$ cat src/rtl/norm_unit_pkg.sv
// Shared types and defaults for norm_unit: the 4-bit FSM state encoding and the
// default element width and lane count.
package norm_unit_pkg;

  localparam int unsigned DefDwidth   = 8;
  localparam int unsigned DefNumLanes = 4;

  typedef enum logic [3:0] {
    StIdle  = 4'd0,
    StRun   = 4'd1,
    StDrain = 4'd2,
    StDone  = 4'd3
  } norm_state_e;

endpackage

$ cat src/rtl/norm_unit_lane.sv
// One normalisation lane: subtract mean, then multiply, shift and reduce to DWIDTH.
// Define NORM_SATURATE_EN to clamp the result instead of wrapping it.
module norm_lane #(
  parameter int unsigned DWIDTH = 8,
  parameter int unsigned SHIFT  = 4
) (
  input  logic              clk_i,
  input  logic              reset_i,
  input  logic              ld1_i,
  input  logic              ld2_i,
  input  logic              en_i,
  input  logic [DWIDTH-1:0] x_i,
  input  logic [DWIDTH-1:0] mean_i,
  input  logic [DWIDTH-1:0] inv_var_i,
  output logic [DWIDTH-1:0] y_o
);

  localparam int unsigned PW = 2 * DWIDTH + 1;
`ifdef NORM_SATURATE_EN
  localparam bit SatEn = 1'b1;
`else
  localparam bit SatEn = 1'b0;
`endif

  logic signed [DWIDTH:0]   diff_d, diff_q;
  logic        [DWIDTH-1:0] x_d, x_q, y_d, y_q;
  logic signed [PW-1:0]     diff_ext, inv_ext, prod, shifted;
  logic        [PW-DWIDTH:0] hi;
  logic                     ovf;
  logic        [DWIDTH-1:0] sat_val, reduced;

  always_comb begin
    diff_d   = diff_q;
    x_d      = x_q;
    if (ld1_i) begin
      diff_d = $signed({x_i[DWIDTH-1], x_i}) - $signed({mean_i[DWIDTH-1], mean_i});
      x_d    = x_i;
    end
    diff_ext = {{(PW-DWIDTH-1){diff_q[DWIDTH]}}, diff_q};
    inv_ext  = {{(PW-DWIDTH){inv_var_i[DWIDTH-1]}}, inv_var_i};
    prod     = diff_ext * inv_ext;
    shifted  = prod >>> SHIFT;
    // Result fits in DWIDTH only if all bits from the sign bit of the narrow result up agree
    hi       = shifted[PW-1:DWIDTH-1];
    ovf      = !((&hi) || !(|hi));
    sat_val  = shifted[PW-1] ? {1'b1, {(DWIDTH-1){1'b0}}} : {1'b0, {(DWIDTH-1){1'b1}}};
    reduced  = (SatEn && ovf) ? sat_val : shifted[DWIDTH-1:0];
    y_d      = y_q;
    if (ld2_i) begin
      y_d = en_i ? reduced : x_q;
    end
  end

  always_ff @(posedge clk_i) begin
    if (reset_i) begin
      diff_q <= '0;
      x_q    <= '0;
      y_q    <= '0;
    end else begin
      diff_q <= diff_d;
      x_q    <= x_d;
      y_q    <= y_d;
    end
  end

  assign y_o = y_q;

endmodule

$ cat src/rtl/norm_unit.sv
// Vector normaliser: run control FSM plus NUM_LANES two-stage norm_lane pipelines.
// Define NORM_SATURATE_EN to saturate lane results instead of wrapping them.
module norm_unit
  import norm_unit_pkg::*;
#(
  parameter int unsigned DWIDTH    = DefDwidth,
  parameter int unsigned NUM_LANES = DefNumLanes,
  parameter int unsigned SHIFT     = 4,
  parameter int unsigned CNT_W     = 8
) (
  input  logic                        clk,
  input  logic                        reset,
  input  logic                        start_norm,
  input  logic                        enable_norm,
  input  logic [DWIDTH-1:0]           mean,
  input  logic [DWIDTH-1:0]           inv_var,
  input  logic [CNT_W-1:0]            num_vectors,
  input  logic                        in_data_valid,
  input  logic [NUM_LANES*DWIDTH-1:0] in_data,
  output logic                        out_data_valid,
  output logic [NUM_LANES*DWIDTH-1:0] out_data,
  output logic                        done_norm
);

  norm_state_e       state_d, state_q;
  logic [CNT_W-1:0]  cnt_d, cnt_q, num_d, num_q;
  logic [DWIDTH-1:0] mean_d, mean_q, inv_d, inv_q;
  logic              en_d, en_q, drain_d, drain_q, done_d, done_q;
  logic              accept, v1_q, v2_q;

  assign accept = (state_q == StRun) && in_data_valid;

  always_comb begin
    state_d = state_q;
    cnt_d   = cnt_q;
    num_d   = num_q;
    mean_d  = mean_q;
    inv_d   = inv_q;
    en_d    = en_q;
    drain_d = drain_q;
    unique case (state_q)
      StIdle, StDone: begin
        if (start_norm) begin
          num_d   = num_vectors;
          mean_d  = mean;
          inv_d   = inv_var;
          en_d    = enable_norm;
          cnt_d   = '0;
          state_d = (num_vectors == '0) ? StDone : StRun;
        end
      end
      StRun: begin
        if (in_data_valid) begin
          cnt_d = cnt_q + CNT_W'(1);
          if (cnt_d == num_q) begin
            state_d = StDrain;
            drain_d = 1'b0;
          end
        end
      end
      StDrain: begin
        // Two drain cycles cover the two pipeline stages behind the last accept
        drain_d = 1'b1;
        if (drain_q) state_d = StDone;
      end
      default: state_d = StIdle;
    endcase
    done_d = (state_d == StDone);
  end

  always_ff @(posedge clk) begin
    if (reset) begin
      state_q <= StIdle;
      cnt_q   <= '0;
      num_q   <= '0;
      mean_q  <= '0;
      inv_q   <= '0;
      en_q    <= 1'b0;
      drain_q <= 1'b0;
      done_q  <= 1'b0;
      v1_q    <= 1'b0;
      v2_q    <= 1'b0;
    end else begin
      state_q <= state_d;
      cnt_q   <= cnt_d;
      num_q   <= num_d;
      mean_q  <= mean_d;
      inv_q   <= inv_d;
      en_q    <= en_d;
      drain_q <= drain_d;
      done_q  <= done_d;
      v1_q    <= accept;
      v2_q    <= v1_q;
    end
  end

  for (genvar i = 0; i < NUM_LANES; i++) begin : g_lane
    norm_lane #(
      .DWIDTH (DWIDTH),
      .SHIFT  (SHIFT)
    ) u_lane (
      .clk_i     (clk),
      .reset_i   (reset),
      .ld1_i     (accept),
      .ld2_i     (v1_q),
      .en_i      (en_q),
      .x_i       (in_data[i*DWIDTH +: DWIDTH]),
      .mean_i    (mean_q),
      .inv_var_i (inv_q),
      .y_o       (out_data[i*DWIDTH +: DWIDTH])
    );
  end

  assign out_data_valid = v2_q;
  assign done_norm      = done_q;

endmodule
$ cat config.mk
export PLATFORM = sky130hd
export DESIGN_NAME = norm_unit
export DESIGN_NICKNAME = d
export VERILOG_FILES = /design/src/rtl/norm_unit_pkg.sv /design/src/rtl/norm_unit_lane.sv /design/src/rtl/norm_unit.sv
export SDC_FILE = /design/constraint.sdc
export NUM_CORES = 1
export LEC_CHECK = 0
export CAP_MARGIN = 20
export CELL_PAD_IN_SITES_DETAIL_PLACEMENT = 0
export CELL_PAD_IN_SITES_GLOBAL_PLACEMENT = 1
export CORE_UTILIZATION = 45
export DETAILED_ROUTE_END_ITERATION = 8
export GPL_ROUTABILITY_DRIVEN = 0
export PLACE_DENSITY = 0.84
export SYNTH_ARGS = -nofsm -noshare
export SYNTH_HDL_FRONTEND = slang
export SYNTH_HIERARCHICAL = 1
export SYNTH_SLANG_ARGS = --single-unit
$ cat constraint.sdc
create_clock -name clk -period 6.9 [get_ports clk]
set_clock_uncertainty 0.2 [all_clocks]
set_input_delay 1.035 -clock clk [delete_from_list [all_inputs] [get_ports clk]]
set_output_delay 1.035 -clock clk [all_outputs]
set_load 0.1 [all_outputs]
==> flow_summary.json <==
{
  "finalCritPeriodShare_pct": 74.3,
  "post_cts_buffers": 0,
  "fin_crit_ns": 5.13,
  "crit_type": "reg2reg",
  "clock_power_share_pct": 47.7,
  "wirelength_um": 35100,
  "grt_usage_pct": 22.3,
  "synth_area_um2": 14600,
  "area_growth_pct": 13.0,
  "cts.sinks": 141,
  "worst_setup_path_start_kind": "flop",
  "critPathMaxFanout": 19,
  "crit_arrival_ns": 5.28,
  "hold-path-cell-count": 2,
  "synth_area_per_cell_um2": 8.65,
  "num_vias": 11300,
  "grt_pass1_vias": 11400,
  "slowest_stage": "dfxtp_1",
  "synthFlopType": "dfxtp_1",
  "clock-root-buffer": "clkbuf_16",
  "reg2regPathDepth": 16,
  "htreeDepth": 4,
  "p_int_uw": 1480,
  "ys_ff_latch": 141,
  "min_from": "inv_q[2]",
  "clkTransAtPathRegs_ns": 0.07,
  "end_kind": "flop",
  "post_cts_resized": 0,
  "fin_setup_tns_ns": 0,
  "overflow": 0,
  "first_iter_violations": 441,
  "grt_setup_unrepaired": "false",
  "relSlewSlack_pct": 27.2,
  "p_per_area_nw_per_um2": 123,
  "worst-slew-pin-transition_ns": 1.09,
  "fp.dieH_um": 182,
  "nets": 2107,
  "hold_buffers": 0,
  "synthTopCellsByArea": "fa_1 (20%), dfxtp_1 (19%), ha_1 (11%), inv_1 (8.1%), and2_1 (5.3%)",
  "total_power_uw": 2040,
  "final_common_cell": "inv_1",
  "critical_path_required_ns": 7.05,
  "power_switching_uw": 557,
  "core_um2": 31800,
  "p_sw_share_pct": 27.3,
  "final-hold-violation-count": 0,
  "p_seq_share_pct": 41.5,
  "crit_chain": "buf_4, nand2_1, fa_1, fa_1, inv_1, fa_1, inv_1, fa_1, inv_1, ha_1, o21ai_0, o21ai_1, or3_2, a31oi_1, xnor2_1, a311oi_1",
  "startpoint": "inv_q[4]",
  "rows": 65,
  "fmax_mhz": 195,
  "synth.top_cell.area_share_pct": 20.2,
  "setup_viol": 0,
  "yosysSeqAreaShare_pct": 19.3,
  "grt_start_max_net_pins": 77,
  "fin_util_pct": 52.0,
  "timing.rr.start": "inv_q[4]",
  "status": "finished clean",
  "synthArstFlopShare_pct": 0,
  "cts_tree": "built",
  "cts_made_buffers": 17,
  "synth.distinct_cells": 67,
  "hold_slack_ns": 0.259,
  "fp.dieW_um": 182,
  "drive_gt1_share_pct": 5.05,
  "wl_per_cell_um": 15.8,
  "combPwrFrac_pct": 10.8,
  "slew_violations": 0,
  "initial_utilization_pct": 46.1,
  "leakage_uw": 0.00706,
  "ant_nets": 0,
  "synth_area_leader_cell": "fa_1",
  "maxCapViolations": 0,
  "die_area_um2": 33300,
  "cts.path.max_buffers": 2,
  "path_common_cell": "fa_1",
  "via_per_inst": 5.09,
  "ios": 95,
  "worstSkewPairLatency_ns": 0.44,
  "io_buffer_count": 94,
  "drtPass1Iterations": 5,
  "drc": 0,
  "synth-edff-count": 0,
  "ys_warn_count": 6,
  "cpPeakStageDelay_ns": 0.76,
  "peakVddDrop_mv": 0.146,
  "dp_hpwl_um": 26700,
  "antenna_found_initial": 3,
  "min_path_type": "reg2reg",
  "syn_inst": 1693,
  "grt_pass1_wl_um": 58100,
  "final_cell_mix": "inv_1 (316), fa_1 (148), dfxtp_1 (139)"
}
## layer usage
metal  vias to the layer above  routed length, um  global-route usage [%]
li1                       5573                  -                       -
met1                      5479              16200                    29.1
met4                         2                661                    6.76
met3                        39               1560                    3.69
met2                       207              16700                    37.6
met5                         -                 13                       0
## flip-flops by register name, summed over array words and instances (netlist names), 4 cells and up
name	cells
g_lane.u_lane/diff_q	36
g_lane.u_lane/x_q	32
g_lane.u_lane/y_o	32
cnt_q	8
inv_q	8
mean_q	8
num_q	8
state_q	4
## logic make-up after synthesis
logic type | synth area share, %
AO/OA/AOI/OAI | 10.4
XOR/XNOR | 5.60
adder cells (fa/ha/maj) | 31.3
AND/OR/NAND/NOR | 19.2
multiplexers | 4.17
other | 0.0256
flip-flops | 19.3
buffers and inverters | 10.0
## Yosys cell counts (all sizes together), types with 5 or more instances
master  number
or3          6
o21ai       54
clkbuf      30
xnor2       64
fa         148
o311ai       9
nor2b       14
a211oi      39
and2       144
a21o         8
o211ai       8
o21a         9
and3        20
nor4         6
nor2       127
a31oi        9
nand2      139
inv        316
nor3b       16
or4          8
nand3        7
buf         17
dfxtp      141
mux2i       61
xor2        16
a41oi        5
a21oi       58
nand2b      17
ha         129
a21boi      12
nor3        18
## area by class of cell
class / count / area [um^2]
Antenna cell: 2 / 5.00
Clock buffer: 19 / 453
Clock inverter: 13 / 153
Fill cell: 2994 / 15200
Inverter: 317 / 1190
Multi-Input combinational cell: 1187 / 10400
Sequential cell: 141 / 2830
Tap cell: 435 / 544
Timing Repair Buffer: 105 / 1020
## critical path: cells and delay by family, from the launching register on
family	cells	cell delay, ns
compound gates	4	0.63
xor+xnor	1	0.08
simple gates	2	0.51
fa+ha+maj	5	2.38
buf+inv	4	0.49
flops	1	0.76
## power groups by stage
stage               Combinational (uW)  Sequential, uW  Clock (uW)
floorplan                          140             854           0
global route                       245             846        1020
global placement                   218             863           0
finish                             221             845         972
detailed placement                 220             863           0
CTS                                222             845         988
## path summary, 6_finish.rpt
| check | to | slack, ns |
|---|---|---|
| setup / recovery | g_lane[0].u_lane/y_o[7] | 1.77 |
| hold reg to reg | inv_q[2] | 0.26 |
| setup reg to reg | g_lane[0].u_lane/y_o[7] | 1.77 |
| hold / removal | inv_q[2] | 0.26 |
## stage by stage
stage	setup slack, ns	instances	area [um^2]
floorplan	2.16	1694	14600
global placement	1.78	2185	15900
detailed placement	1.74	2185	15900
CTS	1.73	2217	16500
global route	1.43	2217	16500
finish	1.77	2219	16500
Note: power is estimated with default switching activity, not from simulation.
